===== config.mk =====
export PLATFORM = sky130hd
export DESIGN_NAME = rng_byte_packer
export DESIGN_NICKNAME = d
export VERILOG_FILES = /design/src/rtl/rng_byte_packer.sv
export SDC_FILE = /design/constraint.sdc
export NUM_CORES = 1
export LEC_CHECK = 0
export ABC_AREA = 1
export BUFFER_PORTS_ARGS = -buffer_cell sky130_fd_sc_hd__buf_2
export CAP_MARGIN = 10
export CORE_UTILIZATION = 40
export CTS_CLUSTER_DIAMETER = 30
export DETAILED_ROUTE_END_ITERATION = 8
export SETUP_SLACK_MARGIN = 0.3
export SYNTH_ARGS = -nofsm -noshare
export SYNTH_HDL_FRONTEND = slang
export SYNTH_SLANG_ARGS = --single-unit

===== constraint.sdc =====
create_clock -name clk -period 4.7 [get_ports clk]
set_input_delay 0.47 -clock clk [delete_from_list [all_inputs] [get_ports clk]]
set_output_delay 0.47 -clock clk [all_outputs]
set_load 0.005 [all_outputs]

===== src/rtl/rng_byte_packer.sv =====
// Entropy byte packer: samples raw_bit, packs bits into bytes, queues them in a
// FIFO and launches each byte to a UART. Define RNG_VN_DEBIAS_EN for von Neumann debiasing.
module rng_byte_packer #(
    parameter int unsigned SAMPLE_DIV = 4,
    parameter int unsigned FIFO_DEPTH = 16
) (
    input  logic                        clk,
    input  logic                        reset,
    input  logic                        raw_bit,
    input  logic                        tx_busy,
    output logic [7:0]                  tx_data,
    output logic                        tx_start,
    output logic [31:0]                 disp_word,
    output logic [$clog2(FIFO_DEPTH):0] fifo_count,
    output logic                        overflow
);
    localparam int unsigned AW = $clog2(FIFO_DEPTH);
    localparam int unsigned CW = AW + 1;
    localparam logic [7:0]    SAMP_LAST  = 8'(SAMPLE_DIV - 1);
    localparam logic [CW-1:0] FULL_COUNT = CW'(FIFO_DEPTH);
    localparam logic [CW-1:0] CNT_ONE    = CW'(1);
    localparam logic [AW-1:0] PTR_ONE    = AW'(1);

    typedef enum logic [1:0] {IDLE, START, WAIT_BUSY, WAIT_DONE} tx_state_t;

    tx_state_t     state;
    logic [1:0]    idle_cnt;
    logic [7:0]    samp_cnt;
    logic          strobe;
    logic          bit_valid;
    logic          bit_val;
    logic [7:0]    shreg;
    logic [2:0]    bit_cnt;
    logic [7:0]    push_byte;
    logic          push;
    logic          pop;
    logic          full;
    logic          wr_en;
    logic [7:0]    mem [FIFO_DEPTH];
    logic [AW-1:0] wr_ptr;
    logic [AW-1:0] rd_ptr;

    assign strobe = (samp_cnt == SAMP_LAST);

    always_ff @(posedge clk) begin
        if (reset || strobe) samp_cnt <= '0;
        else                 samp_cnt <= samp_cnt + 8'd1;
    end

`ifdef RNG_VN_DEBIAS_EN
    logic pair_second;
    logic pair_first;

    always_ff @(posedge clk) begin
        if (reset) begin
            pair_second <= 1'b0;
            pair_first  <= 1'b0;
        end else if (strobe) begin
            pair_second <= ~pair_second;
            if (!pair_second) pair_first <= raw_bit;
        end
    end

    // (0,1) -> 0 and (1,0) -> 1, so the emitted bit is simply the first sample
    always_comb begin
        bit_valid = strobe && pair_second && (pair_first != raw_bit);
        bit_val   = pair_first;
    end
`else
    always_comb begin
        bit_valid = strobe;
        bit_val   = raw_bit;
    end
`endif

    assign push_byte = {shreg[6:0], bit_val};
    assign push      = bit_valid && (bit_cnt == 3'd7);

    always_ff @(posedge clk) begin
        if (reset) begin
            shreg   <= '0;
            bit_cnt <= '0;
        end else if (bit_valid) begin
            shreg   <= push_byte;
            bit_cnt <= bit_cnt + 3'd1;
        end
    end

    assign full  = (fifo_count == FULL_COUNT);
    assign pop   = (state == IDLE) && (fifo_count != '0) && !tx_busy;
    assign wr_en = push && (!full || pop);

    always_ff @(posedge clk) begin
        if (wr_en) mem[wr_ptr] <= push_byte;
    end

    always_ff @(posedge clk) begin
        if (reset) begin
            wr_ptr     <= '0;
            rd_ptr     <= '0;
            fifo_count <= '0;
            overflow   <= 1'b0;
        end else begin
            if (wr_en) wr_ptr <= wr_ptr + PTR_ONE;
            if (pop)   rd_ptr <= rd_ptr + PTR_ONE;
            if (push && full && !pop) overflow <= 1'b1;
            case ({wr_en, pop})
                2'b10:   fifo_count <= fifo_count + CNT_ONE;
                2'b01:   fifo_count <= fifo_count - CNT_ONE;
                default: fifo_count <= fifo_count;
            endcase
        end
    end

    always_ff @(posedge clk) begin
        if (reset) begin
            state     <= IDLE;
            idle_cnt  <= '0;
            tx_data   <= '0;
            tx_start  <= 1'b0;
            disp_word <= '0;
        end else begin
            tx_start <= 1'b0;
            case (state)
                IDLE: begin
                    if (pop) begin
                        tx_data   <= mem[rd_ptr];
                        disp_word <= {disp_word[23:0], mem[rd_ptr]};
                        tx_start  <= 1'b1;
                        state     <= START;
                    end
                end
                START: begin
                    idle_cnt <= '0;
                    state    <= WAIT_BUSY;
                end
                WAIT_BUSY: begin
                    // give up after 4 idle cycles so a silent UART cannot stall the queue
                    if (tx_busy)                state    <= WAIT_DONE;
                    else if (idle_cnt == 2'd3)  state    <= IDLE;
                    else                        idle_cnt <= idle_cnt + 2'd1;
                end
                WAIT_DONE: begin
                    if (!tx_busy) state <= IDLE;
                end
                default: state <= IDLE;
            endcase
        end
    end
endmodule


# Yosys cells after proc, flatten, opt, wreduce, memory -nomap -nowiden
# Memory sizes are Yosys's and may differ from the RTL's. A register that Yosys moved wholly into a read port is not among the register bits.
# Index checks and enable logic that the tools add are counted.
[op_classes]
n_addsub = 7
eq_ne = 14
muxes = 14
bitwise_logic = 1
reduce_logical = 19
[op_table]
columns = ["operator", "n"]
rows = [
  ["two-way mux 2 bit", 6],
  ["case mux 5 bit (2 select lines)", 1],
  ["adder 4 x 1 -> 4 bit, second input constant", 2],
  ["adder 8 x 1 -> 8 bit, second input constant", 1],
  ["equality test 2 bit, second input constant", 4],
  ["equality test 8 x 2 -> 1 bit, second input constant", 1],
  ["two-way mux 4 bit", 2],
  ["!= test 2 bit, second input constant", 4],
  ["case mux 2 bit (4 select lines)", 1],
  ["logical AND 1 bit", 6],
  ["AND reduction 3 bit", 2],
  ["adder 5 x 1 -> 5 bit, second input constant", 1],
  ["equality test 5 bit, second input constant", 1],
  ["nonzero test 5 bit", 1],
  ["subtractor 5 x 1 -> 5 bit, second input constant", 1],
  ["equality test 2 x 1 -> 1 bit, second input constant", 2],
  ["case mux 2 bit (2 select lines)", 1],
  ["nonzero test 2 bit", 2],
  ["adder 3 x 1 -> 3 bit, second input constant", 1],
  ["equality test 3 bit, second input constant", 1],
  ["logical NOT 1 bit", 3],
  ["two-way mux 1 bit", 3],
  ["!= test 3 bit, second input constant", 1],
  ["adder 2 x 1 -> 2 bit, second input constant", 1],
  ["other kinds (5)", 6],
]
[totals]
regBits = 77
ram_bits = 128
out_inout_bits = 47
n_memories = 1
[memory_table]
columns = ["memory", "words", "word_bits", "read_ports", "rd_clocked_by_memory_dff", "write_ports", "line_no", "rtl"]
rows = [
  ["mem", 16, 8, 1, 1, 1, "39", "logic [7:0] mem [FIFO_DEPTH];"],
]

# Logic depth before layout (Yosys ltp)
# Gate-level depths: netlist of the first run.
[depth]
ltp_word = 7
ltp_mapped = 16
ltp_nobuf = 16

# Worst setup path before layout of the first run
# OpenSTA, ideal clock, no wires.
[synth_timing]
kind = "reg2reg"
from = "register samp_cnt[0]"
to = "register fifo_count[4]"
t_arrival_ns = 1.928
t_required_ns = 4.585
slack_ns = 2.657
stages_incl_launch_ff = 16
path_buffers = 0
synth_period_minus_slack_ns = 2.043
path_cell_list = "dfxtp_1 ha_1 nand2_1 nor2_4 nand2_2 nand2_1 inv_1 fa_1 nand2_1 nand2_1 a21oi_1 nand2_1 nand2_1 nand3_1 nand2_1 nor2_1"
[synth_between]
elab_chain_len = 5
elab_cells_between_ends = 7
cone_classes = "eq/ne: 3; mux: 1; reduce/logical: 3"
[synth_lines]
columns = ["element", "line_no", "rtl"]
rows = [
  ["from (decl)", "28", "logic [7:0] samp_cnt;"],
  ["from (signal assigned)", "47", "else samp_cnt <= samp_cnt + 8'd1;"],
  ["equality test 8 x 2 -> 1 bit *", "43", "assign strobe = (samp_cnt == SAMP_LAST);"],
  ["logical AND 1 bit *", "77", "assign push = bit_valid && (bit_cnt == 3'd7);"],
  ["logical AND 1 bit *", "91", "assign wr_en = push && (!full || pop);"],
  ["equality test 2 x 1 -> 1 bit or equality test 2 bit (tied branches)", "107", "case ({wr_en, pop})"],
  ["case mux 5 bit (2 select lines) or nonzero test 2 bit (tied branches)", "-", ""],
  ["to (signal assigned)", "108", "2'b10: fifo_count <= fifo_count + CNT_ONE;"],
  ["to (signal assigned)", "109", "2'b01: fifo_count <= fifo_count - CNT_ONE;"],
  ["to (signal assigned)", "110", "default: fifo_count <= fifo_count;"],
  ["to (decl)", "14", "output logic [$clog2(FIFO_DEPTH):0] fifo_count,"],
]
# Every way passes the cells marked *; elsewhere a longest branch is shown, timed or not.
# A chain may end at the register's enable or synchronous reset.

# Worst setup path in the final report of the first run
[layout_timing]
from = "register fifo_count[0]"
to = "register fifo_count[4]"
[layout_between]
elab_chain_len = 7
elab_cells_between_ends = 13
cone_classes = "add/sub: 2; eq/ne: 3; mux: 1; reduce/logical: 7"
[layout_lines]
columns = ["element", "line_no", "rtl"]
rows = [
  ["nonzero test 5 bit", "90", "assign pop = (state == IDLE) && (fifo_count != '0) && !tx_busy;"],
  ["logical AND 1 bit (2 in a row)", "90", ""],
  ["logical OR 1 bit", "91", ""],
  ["logical AND 1 bit", "91", ""],
  ["equality test 2 x 1 -> 1 bit or equality test 2 bit (tied branches)", "107", ""],
  ["case mux 5 bit (2 select lines) or nonzero test 2 bit (tied branches)", "-", ""],
]
# Parallel ways exist; a longest one is shown, timed or not.

==> results of run 1 <==
worst register-to-register path, cell delays in order (launching register included):
cell	delay, ps
dfxtp_1	440
nor2_1	100
nand3_1	130
nand2_4	220
inv_4	430
nand2_1	160
inv_1	170
ha_1	290
nand2_1	70
nand2_1	50
a21oi_1	150
nand2_1	70
nand2_1	90
nand3_1	70
nand2_1	60
nor2_1	50
final cells by class:
cell class	count	area share [%]
multi-input cells	460	23.36
repair buffers	52	2.621
well taps	270	3.338
inverters	104	3.919
flip-flops and latches	201	52.47
clock buffers	58	12.73
clock inverters	18	1.558
synthesized netlist by cell type, types with 3 or more instances:
library cell  number
o211ai_1          33
buf_2             17
a21oi_1           38
ha_1              12
inv_2              3
dfxtp_1           73
inv_1             97
nor2_1           124
nand3_1           69
buf_4             11
edfxtp_1         128
o211ai_2           7
nor3_1             4
xor2_1             5
buf_6              5
nand2_1           81
nand2_2            4
clkbuf_1          11
o21ai_0           66
logic make-up (layout without fill, tap and decap cells):
kind of cell,after synthesis,in the layout,share of synthesized area [%]
simple gates,293,293,15.05
compound gates,148,148,10.62
flops,201,201,63.62
xor+xnor,6,6,0.6302
buf+inv,150,232,8.042
fa+ha+maj,13,13,2.040
placed cells by master (no fill, tap or decap), types with 4 or more instances in the layout:
master	count
a21oi_1	38
buf_2	50
clkbuf_1	5
clkbuf_16	48
clkbuf_8	5
clkinv_1	4
clkinv_2	7
dfxtp_1	71
edfxtp_1	128
ha_1	12
inv_1	97
nand2_1	81
nand2_2	4
nand3_1	69
nor2_1	124
nor3_1	4
o211ai_1	33
o211ai_2	7
o21ai_0	66
xor2_1	5
power groups by stage:
stage / clock network (mW) / registers, mW / logic [mW]
after floorplan: 0 / 2.26 / 1.17
after global placement: 0 / 2.40 / 1.40
after detailed placement: 0 / 2.40 / 1.42
after CTS: 2.96 / 2.37 / 1.43
after global routing: 3.04 / 2.41 / 1.61
final: 2.91 / 2.36 / 1.41
per-layer routing:
layer  up-vias  part of all wire, %  global-route usage [%]
met3        32                  4.2                   3.313
met2        82                   50                   29.29
met4         0                  1.6                   6.042
li1       2848                    -                       -
met1      2642                   44                   21.60
met5         -                    0                       0
final timing paths:
| kind | start | end | slack, ps |
|---|---|---|---|
| hold / removal | tx_busy | state[1]$_SDFFE_PP0P_ | 320 |
| setup / recovery | fifo_count[0]$_SDFFE_PP0P_ | fifo_count[4]$_SDFFE_PP0P_ | 2020 |
| setup reg to reg | fifo_count[0]$_SDFFE_PP0P_ | fifo_count[4]$_SDFFE_PP0P_ | 2020 |
| hold reg to reg | samp_cnt[0]$_SDFF_PP0_ | samp_cnt[0]$_SDFF_PP0_ | 450 |
registers in the layout, summed over array words and instances (netlist names), named ones only:
name	cells
bit_cnt	3
samp_cnt	8
shreg	7
state	2
idle_cnt	2
overflow	1
tx_data	7
fifo_count	5
disp_word	25
tx_start	1
wr_ptr	4
mem	128
rd_ptr	4
through the flow:
step                util, %  hold slack [ps]  instance area [sq um]  power [mW]  instances
detailed placement    42.59            444.9                   8673       3.818       1087
floorplan                 -            417.5                   8339       3.433        811
finish                49.69            323.7                  10120       6.687       1163
CTS                   49.69            304.2                  10120       6.753       1163
global route          49.69            321.5                  10120       7.051       1163
global placement      42.59            433.6                   8673       3.795       1087
==> flow_metrics.env, run 1 <==
export IMPL_netlist_instances=811
export IMPL_post_cts_resized=0
export IMPL_via_per_inst=4.819
export IMPL_synth_top_area_share_pct=46.09
export IMPL_drtIter0Drc=383
export IMPL_ant_nets=0
export IMPL_critPathLaunchType="register"
export IMPL_hold_class="input pin to register"
export IMPL_rows=52
export IMPL_critical_path_arrival_ps=3060
export IMPL_period_share_pct=56.96
export IMPL_firstDrtPassIters=5
export IMPL_finalSetupTns_ps=0
export IMPL_ys_flop_type="edfxtp_1"
export IMPL_clkTransAtPathRegs_ps=40
export IMPL_dieArea_sq_um=21430
export IMPL_share_comb_of_total_power_pct=21.2
export IMPL_cts_tree="built"
export IMPL_synthArstFlopShare_pct=0
export IMPL_hpwl_microns=10880
export IMPL_multi_input_area_sq_um=2364
export IMPL_p_sw_share_pct=30.72
export IMPL_critical_path_slowest_cell="dfxtp_1"
export IMPL_ff_latch_area_sq_um=5310
export IMPL_synth_edf_count=128
export IMPL_syn_to_final_growth_pct=21.35
export IMPL_status="complete, no violations"
export IMPL_yosysTopAreaCell="edfxtp_1"
export IMPL_worst_clock_skew_ps=20.38
export IMPL_wl_microns=17940
export IMPL_rsz0062_at_grt="no"
export IMPL_drive_gt1_share_pct=16.35
export IMPL_post_route_drc_count=0
export IMPL_slew_violations=0
export IMPL_yosysUniqueCellTypes=36
export IMPL_p_int_mw=4.633
export IMPL_netlist_top_cells_area="edfxtp_1 (46%), dfxtp_1 (18%), nor2_1 (5.6%)"
export IMPL_io_buffers=50
export IMPL_die_h_microns=146.4
export IMPL_worst_pin_slew_ps=1139
export IMPL_clkPwrFrac_pct=43.5
export IMPL_clockRootBuffer="clkbuf_16"
export IMPL_htreeDepth=2
export IMPL_pre_cts_slack_ps=1963
export IMPL_nets=878
export IMPL_avgSynthCellArea_sq_um=10.28
export IMPL_maxCapViolations=0
export IMPL_slowest_delay_ps=440
export IMPL_synth_seq_cells=201
export IMPL_grt_util_all_layers_pct=17.13
export IMPL_crit_cells=15
export IMPL_clock_path_buffers=3
export IMPL_synth_fp_nets=828
export IMPL_worstRegToRegCells=15
export IMPL_critPathMostFrequentCell="nand2_1"
export IMPL_holdBufCountCts=0
export IMPL_crit_fanout=45
export IMPL_p_per_area_nw_per_um2=660.8
export IMPL_crit_chain="nor2_1, nand3_1, nand2_4, inv_4, nand2_1, inv_1, ha_1, nand2_1, nand2_1, a21oi_1, nand2_1, nand2_1, nand3_1, nand2_1, nor2_1"
export IMPL_setup_ws_ps=2023
export IMPL_setup_viol=0
export IMPL_clk_latency_ps=510
export IMPL_synth_warning_count=0
export IMPL_power_switching_mw=2.054
export IMPL_grt_max_degree=87
export IMPL_gp_congestion=0.8194
export IMPL_grt_antenna_before_repair=0
export IMPL_path_buf_inv=2
export IMPL_period_minus_slack_ps=2677
export IMPL_grt_pass1_vias=5427
export IMPL_cts_sinks=201
export IMPL_endpoint_kind="register"
export IMPL_syn_cell_area_sq_um=8339
export IMPL_ioPinCount=51
export IMPL_critPathKind="register to register"
export IMPL_max_freq_mhz=373.5
export IMPL_postCtsSetupRepairBufs=0
export IMPL_grt_overflow_total=0
export IMPL_min_path_cells=3
export IMPL_numCtsBuffers=42
export IMPL_start_util_pct=40.95
export IMPL_seq_area_frac_synth_pct=63.62
export IMPL_cp_data_required_time_ps=5090
export IMPL_nFillCells=1839
export IMPL_coreArea_sq_um=20360
export IMPL_grt_pass1_wl_microns=28640
export IMPL_irDropWorstVdd_v=0.0002415
export IMPL_seqPwrFrac_pct=35.4
export IMPL_vias=5604
export IMPL_antenna_cells=0
export IMPL_wl_per_cell_microns=15.42
export IMPL_die_x_microns=146.4
export IMPL_max_slew_margin_rel_pct=23.96
export IMPL_hold_viol=0
export IMPL_critPathTopFamily="simple AND/OR/NAND/NOR gates"
export IMPL_p_leak_nw=4.089
Note: power is estimated with default switching activity, not from simulation.
==> inputs of run 2 (changes only) <==
--- a/config.mk
+++ b/config.mk
@@ -5,7 +5,7 @@
 export SDC_FILE = /design/constraint.sdc
 export NUM_CORES = 1
 export LEC_CHECK = 0
-export ABC_AREA = 1
+export ABC_AREA = 0
 export BUFFER_PORTS_ARGS = -buffer_cell sky130_fd_sc_hd__buf_2
 export CAP_MARGIN = 10
 export CORE_UTILIZATION = 40
==> constraint.sdc (replaced) <==
create_clock -name clk -period 2.7 [get_ports clk]
set_input_delay 0.27 -clock clk [delete_from_list [all_inputs] [get_ports clk]]
set_output_delay 0.27 -clock clk [all_outputs]
set_load 0.005 [all_outputs]
==> flow_metrics.env, run 2 <==
export IMPL_final_cell_mix="edfxtp_1 (128), dfxtp_1 (69), nand2_1 (58)"
export IMPL_power_total_mw=7.560
export IMPL_grt_antenna_before_repair=0
export IMPL_clock_path_buffers=3
export IMPL_rsz0062_at_grt="yes"
export IMPL_slowest_delay_ps=550
export IMPL_endpoint_kind="register"
export IMPL_largest_reg_flops=128
export IMPL_drive_gt1_share_pct=28.84
export IMPL_synth_most_common_cell="edfxtp_1"
export IMPL_synthTopCellsByCount="edfxtp_1 (128), dfxtp_1 (73), nor2_1 (63)"
export IMPL_wl_per_cell_microns=17.45
export IMPL_setup_ws_ps=305.0
export IMPL_yosysUniqueCellTypes=40
export IMPL_syn_to_final_growth_pct=22.68
export IMPL_crit_chain="or4_4, o21ai_4, nor2_4, ha_4, a21o_1, a21oi_2, or3_1, a31oi_1, a21oi_1"
export IMPL_synth_edf_count=128
export IMPL_clockRootBuffer="clkbuf_16"
export IMPL_grt_util_all_layers_pct=16.60
export IMPL_ioPinCount=51
export IMPL_cts_tree="built"
export IMPL_vias=4491
export IMPL_hpwl_microns=10020
export IMPL_syn_cell_area_sq_um=7784
export IMPL_clkTransAtPathRegs_ps=40
export IMPL_max_slew_margin_rel_pct=50.31
export IMPL_cp_endpoint="fifo_count[4]$_SDFFE_PP0P_"
export IMPL_instances_no_fill=891
export IMPL_multi_input_area_sq_um=2389
export IMPL_dp_cells=828
export IMPL_critical_path_arrival_ps=2760
export IMPL_die_h_microns=141.5
export IMPL_fin_util_pct=50.54
export IMPL_ff_latch_area_sq_um=5310
export IMPL_rows=50
export IMPL_post_route_drc_count=0
export IMPL_grt_overflow_total=0
export IMPL_maxCapViolations=0
export IMPL_crit_cells=9
export IMPL_status="complete, no violations"
export IMPL_hold_viol=0
export IMPL_synthArstFlopShare_pct=0
export IMPL_cp_data_required_time_ps=3060
export IMPL_wl_microns=15550
export IMPL_firstDrtPassIters=4
export IMPL_die_x_microns=141.5
export IMPL_gp_congestion=0.7633
export IMPL_p_leak_nw=3.450
export IMPL_start_util_pct=41.20
export IMPL_whs_ps=86.32
export IMPL_crit_fanout=4
export IMPL_netlist_top_cells_area="edfxtp_1 (49%), dfxtp_1 (19%), mux4_2 (9.3%)"
export IMPL_postCtsSetupRepairBufs=0
export IMPL_yosysTopAreaCell="edfxtp_1"
export IMPL_clk_latency_ps=510
export IMPL_synth_fp_nets=563
export IMPL_dieArea_sq_um=20020
export IMPL_worst_pin_slew_ps=744.4
export IMPL_reg2reg_slack_ps=300
export IMPL_grt_max_degree=44
export IMPL_finalSetupTns_ps=0
export IMPL_place_area_sq_um=8317
export IMPL_critical_path_slowest_cell="or4_4"
export IMPL_critPathKind="register to register"
export IMPL_drtIter0Drc=345
export IMPL_period_minus_slack_ps=2395
export IMPL_post_cts_resized=8
export IMPL_via_per_inst=5.040
export IMPL_holdBufCountCts=0
export IMPL_postLayoutCellArea_sq_um=9549
export IMPL_worst_clock_skew_ps=18.93
export IMPL_p_per_area_nw_per_um2=791.7
export IMPL_avgSynthCellArea_sq_um=14.26
export IMPL_path_buf_inv=0
export IMPL_cts_sinks=201
export IMPL_r2r_start="fifo_count[3]$_SDFFE_PP0P_"
export IMPL_crit_start="fifo_count[3]$_SDFFE_PP0P_"
export IMPL_layout_commonest_cell="edfxtp_1"
export IMPL_nets=622
export IMPL_synth_seq_cells=201
export IMPL_netlist_instances=546
export IMPL_irDropWorstVdd_v=0.0004894
export IMPL_seq_area_frac_synth_pct=68.16
export IMPL_hold_class="input pin to register"
export IMPL_htreeDepth=2
export IMPL_synth_top_area_share_pct=49.38
export IMPL_slew_violations=0
export IMPL_nFillCells=1593
export IMPL_max_freq_mhz=417.5
export IMPL_pre_cts_slack_ps=85.69
export IMPL_reg2reg_to="fifo_count[4]$_SDFFE_PP0P_"
export IMPL_antenna_cells=0
export IMPL_grt_pass1_vias=4724
export IMPL_coreArea_sq_um=18890
export IMPL_io_buffers=50
export IMPL_ant_nets=0
export IMPL_grt_pass1_wl_microns=25590
export IMPL_ys_flop_type="edfxtp_1"
export IMPL_worstRegToRegCells=9
export IMPL_reg_top3="mem: 128 flops, disp_word: 25 flops, samp_cnt: 8 flops"
export IMPL_critPathLaunchType="register"
export IMPL_regMostFlops="mem"
export IMPL_setup_viol=0
export IMPL_synth_warning_count=0
export IMPL_critPathTopFamily="simple AND/OR/NAND/NOR gates"
export IMPL_numCtsBuffers=35
export IMPL_period_share_pct=88.70
run 2: cell count changes after synthesis, moves of 14 or more:
cell,previous run,this run
nor2_1,124,63
mux2i_1,0,14
a22oi_1,0,18
nand3_1,69,7
inv_1,97,3
mux4_2,0,32
o21ai_0,66,1
o211ai_1,33,0
nand2_1,81,58
run 2: worst min path at each step:
| stage | from | slack (ps) | cells after the start | endpoint |
|---|---|---|---|---|
| finish | tx_busy | 90 | 3 | state[0]$_SDFFE_PP0P_ |
| floorplan | raw_bit | 370 | 0 | mem[0][0]$_DFFE_PP_ |
| detailed placement | disp_word[28]$_SDFFE_PP0P_ | 450 | 2 | disp_word[28]$_SDFFE_PP0P_ |
| CTS | tx_busy | 70 | 3 | state[0]$_SDFFE_PP0P_ |
| global placement | disp_word[25]$_SDFFE_PP0P_ | 440 | 2 | disp_word[25]$_SDFFE_PP0P_ |
| global route | tx_busy | 130 | 3 | state[0]$_SDFFE_PP0P_ |
run 2: routing by layer:
metal	vias to the layer above	track usage, %	wire length [microns]
li1	2142	-	-
met1	2216	21.90	6886
met2	103	26.97	7656
met3	30	2.869	606
met4	0	7.583	397
met5	-	0	0
run 2: tightest hold or removal path, stage by stage:
cell and delay, ps:
buf_2 140, nand2_1 70, a21oi_1 60
run 2: power breakdown:
group          total, mW  internal [mW]  switching, mW  leakage, nW
sequential          3.26           3.25        0.00934         1.77
combinational     0.0563         0.0178         0.0385         1.13
clock               4.24           2.76           1.49        0.556
run 2: final cells by class:
class | instances | share of cell area [%]
Multi-Input combinational cell | 303 | 25.01
Sequential cell | 201 | 55.61
Clock buffer | 39 | 9.552
Inverter | 3 | 0.1179
Clock inverter | 24 | 2.686
Tap cell | 260 | 3.407
Timing Repair Buffer | 61 | 3.616
run 2: logic make-up after synthesis:
logic type | Yosys count | share of synthesized area (%)
simple gates | 154 | 8.487
mux | 47 | 11.24
fa+ha+maj | 13 | 2.186
xor+xnor | 16 | 1.800
flops | 201 | 68.16
compound gates | 73 | 5.530
buf+inv | 42 | 2.604
==> inputs of run 3 (changes only) <==
==> constraint.sdc (replaced) <==
create_clock -name clk -period 2.3 [get_ports clk]
set_input_delay 0.23 -clock clk [delete_from_list [all_inputs] [get_ports clk]]
set_output_delay 0.23 -clock clk [all_outputs]
set_load 0.005 [all_outputs]
==> flow_metrics.env, run 3 (synthesized netlist as in run 2, its figures left out) <==
export IMPL_r2r_start="fifo_count[3]$_SDFFE_PP0P_"
export IMPL_die_h_microns=141.5
export IMPL_period_share_pct=102.6
export IMPL_slowest_delay_ps=550
export IMPL_p_sw_share_pct=20.03
export IMPL_p_per_area_nw_per_um2=896.8
export IMPL_power_switching_mw=1.830
export IMPL_start_util_pct=41.20
export IMPL_coreArea_sq_um=18890
export IMPL_clkTransAtPathRegs_ps=50
export IMPL_violations="negative setup slack"
export IMPL_rows=50
export IMPL_clock_path_buffers=3
export IMPL_max_slew_margin_rel_pct=51.82
export IMPL_via_per_inst=5.060
export IMPL_ioPinCount=51
export IMPL_die_x_microns=141.5
export IMPL_slew_violations=0
export IMPL_syn_to_final_growth_pct=30.86
export IMPL_critical_path_arrival_ps=2610
export IMPL_postLayoutCellArea_sq_um=10190
export IMPL_cp_data_required_time_ps=2550
export IMPL_grt_antenna_before_repair=0
export IMPL_clkPwrFrac_pct=57.3
export IMPL_crit_start="fifo_count[3]$_SDFFE_PP0P_"
export IMPL_wl_per_cell_microns=18.37
export IMPL_ant_nets=0
export IMPL_period_minus_slack_ps=2361
export IMPL_seqPwrFrac_pct=41.9
export IMPL_crit_fanout=8
export IMPL_share_comb_of_total_power_pct=0.8
export IMPL_io_buffers=50
export IMPL_antenna_cells=0
export IMPL_critPathKind="register to register"
export IMPL_setup_ws_ps=-60.81
export IMPL_irDropWorstVdd_v=0.0006299
export IMPL_drive_gt1_share_pct=34.59
export IMPL_hold_class="input pin to register"
export IMPL_hpwl_microns=10310
export IMPL_regMostFlops="mem"
export IMPL_worst_pin_slew_ps=721.8
export IMPL_place_area_sq_um=8613
export IMPL_hold_viol=0
export IMPL_maxCapViolations=0
export IMPL_critical_path_slowest_cell="or4_4"
export IMPL_firstDrtPassIters=4
export IMPL_cts_sinks=201
export IMPL_grt_max_degree=44
export IMPL_status="complete, but fails checks"
export IMPL_dieArea_sq_um=20020
export IMPL_worst_clock_skew_ps=17.89
export IMPL_htreeDepth=2
export IMPL_grt_util_all_layers_pct=17.08
export IMPL_multi_input_area_sq_um=2577
export IMPL_drtIter0Drc=336
export IMPL_crit_chain="or4_4, buf_4, buf_6, or3b_4, and2_4, nand2_8, nor3_4, buf_12"
export IMPL_ff_latch_area_sq_um=5311
export IMPL_reg_top3="mem: 128 flops, disp_word: 25 flops, samp_cnt: 8 flops"
export IMPL_nFillCells=1555
export IMPL_rsz0062_at_grt="yes"
export IMPL_largest_reg_flops=128
export IMPL_grt_overflow_total=0
export IMPL_min_delay_start="tx_busy"
export IMPL_holdBufCountCts=0
export IMPL_layout_commonest_cell="edfxtp_1"
export IMPL_clk_latency_ps=490
export IMPL_wl_microns=16930
export IMPL_grt_pass1_wl_microns=25980
export IMPL_max_freq_mhz=423.6
export IMPL_nets=653
export IMPL_p_int_mw=7.305
export IMPL_power_total_mw=9.135
export IMPL_gp_congestion=0.7833
export IMPL_setup_viol=25
export IMPL_final_cell_mix="edfxtp_1 (128), dfxtp_1 (68), nand2_1 (55)"
export IMPL_clockRootBuffer="clkbuf_16"
export IMPL_endpoint_kind="register"
export IMPL_cts_tree="built"
export IMPL_vias=4665
export IMPL_post_route_drc_count=0
export IMPL_critPathLaunchType="register"
export IMPL_grt_pass1_vias=4773
export IMPL_p_leak_nw=3.676
export IMPL_numCtsBuffers=36
==> run 3: power groups by stage <==
stage | logic, mW | registers [mW] | clock network [mW]
final | 0.0724 | 3.83 | 5.24
after floorplan | 0.0459 | 3.89 | 0
after CTS | 0.0723 | 3.83 | 5.31
after detailed placement | 0.0714 | 3.90 | 0
after global routing | 0.0795 | 3.82 | 5.47
after global placement | 0.0675 | 3.90 | 0
==> run 3: final cells by class <==
type | instances | share of cell area [%]
timing repair buffer | 91 | 7.260
tap | 260 | 3.194
inverter | 3 | 0.1106
clock inverter | 25 | 2.629
clock buffer | 39 | 9.360
multi-input combinational | 303 | 25.30
sequential | 201 | 52.14
==> run 3: path summary, 6_finish.rpt <==
check,endpoint,slack [ps],cells after the start
max reg2reg,mem[2][4]$_DFFE_PP_,-60,8
max,mem[2][4]$_DFFE_PP_,-60,8
min reg2reg,disp_word[29]$_SDFFE_PP0P_,460,2
min,state[0]$_SDFFE_PP0P_,40,3
==> run 3: routing by layer <==
metal | share of wire (%) | vias to the layer above | global-route usage, %
li1 | - | 2195 | -
met1 | 43 | 2345 | 21.68
met2 | 51 | 94 | 29.05
met3 | 3.9 | 31 | 3.240
met4 | 2.2 | 0 | 6.621
met5 | 0 | - | 0
==> run 3: repair_timing <==
action | CTS | global route
setup buffers | 10 | 4
pin swaps | 20 | 13
resized for setup | 20 | 14
setup endpoints to repair | 145 | 144
gates cloned | 0 | 2
==> run 3: per-stage QoR <==
step                hold slack, ps  utilization (%)  TNS, ps  std cells  setup slack, ps
detailed placement           449.4            45.59    -1470        842           -91.62
finish                       43.12            53.91    -1166        922           -60.81
global route                 54.55            53.91    -2323        922           -137.3
floorplan                    328.9                -   -390.8        546           -301.8
CTS                          30.67            53.11   -20.93        916           -20.93
global placement             438.3            45.59   -62.91        842           -62.91
==> run 3: worst max-delay path: cells and delay by family, from the launching register on <==
kind | cells | cell delay (ps)
and+or+nand+nor | 5 | 1360
buffers and inverters | 3 | 440
DFF | 1 | 320
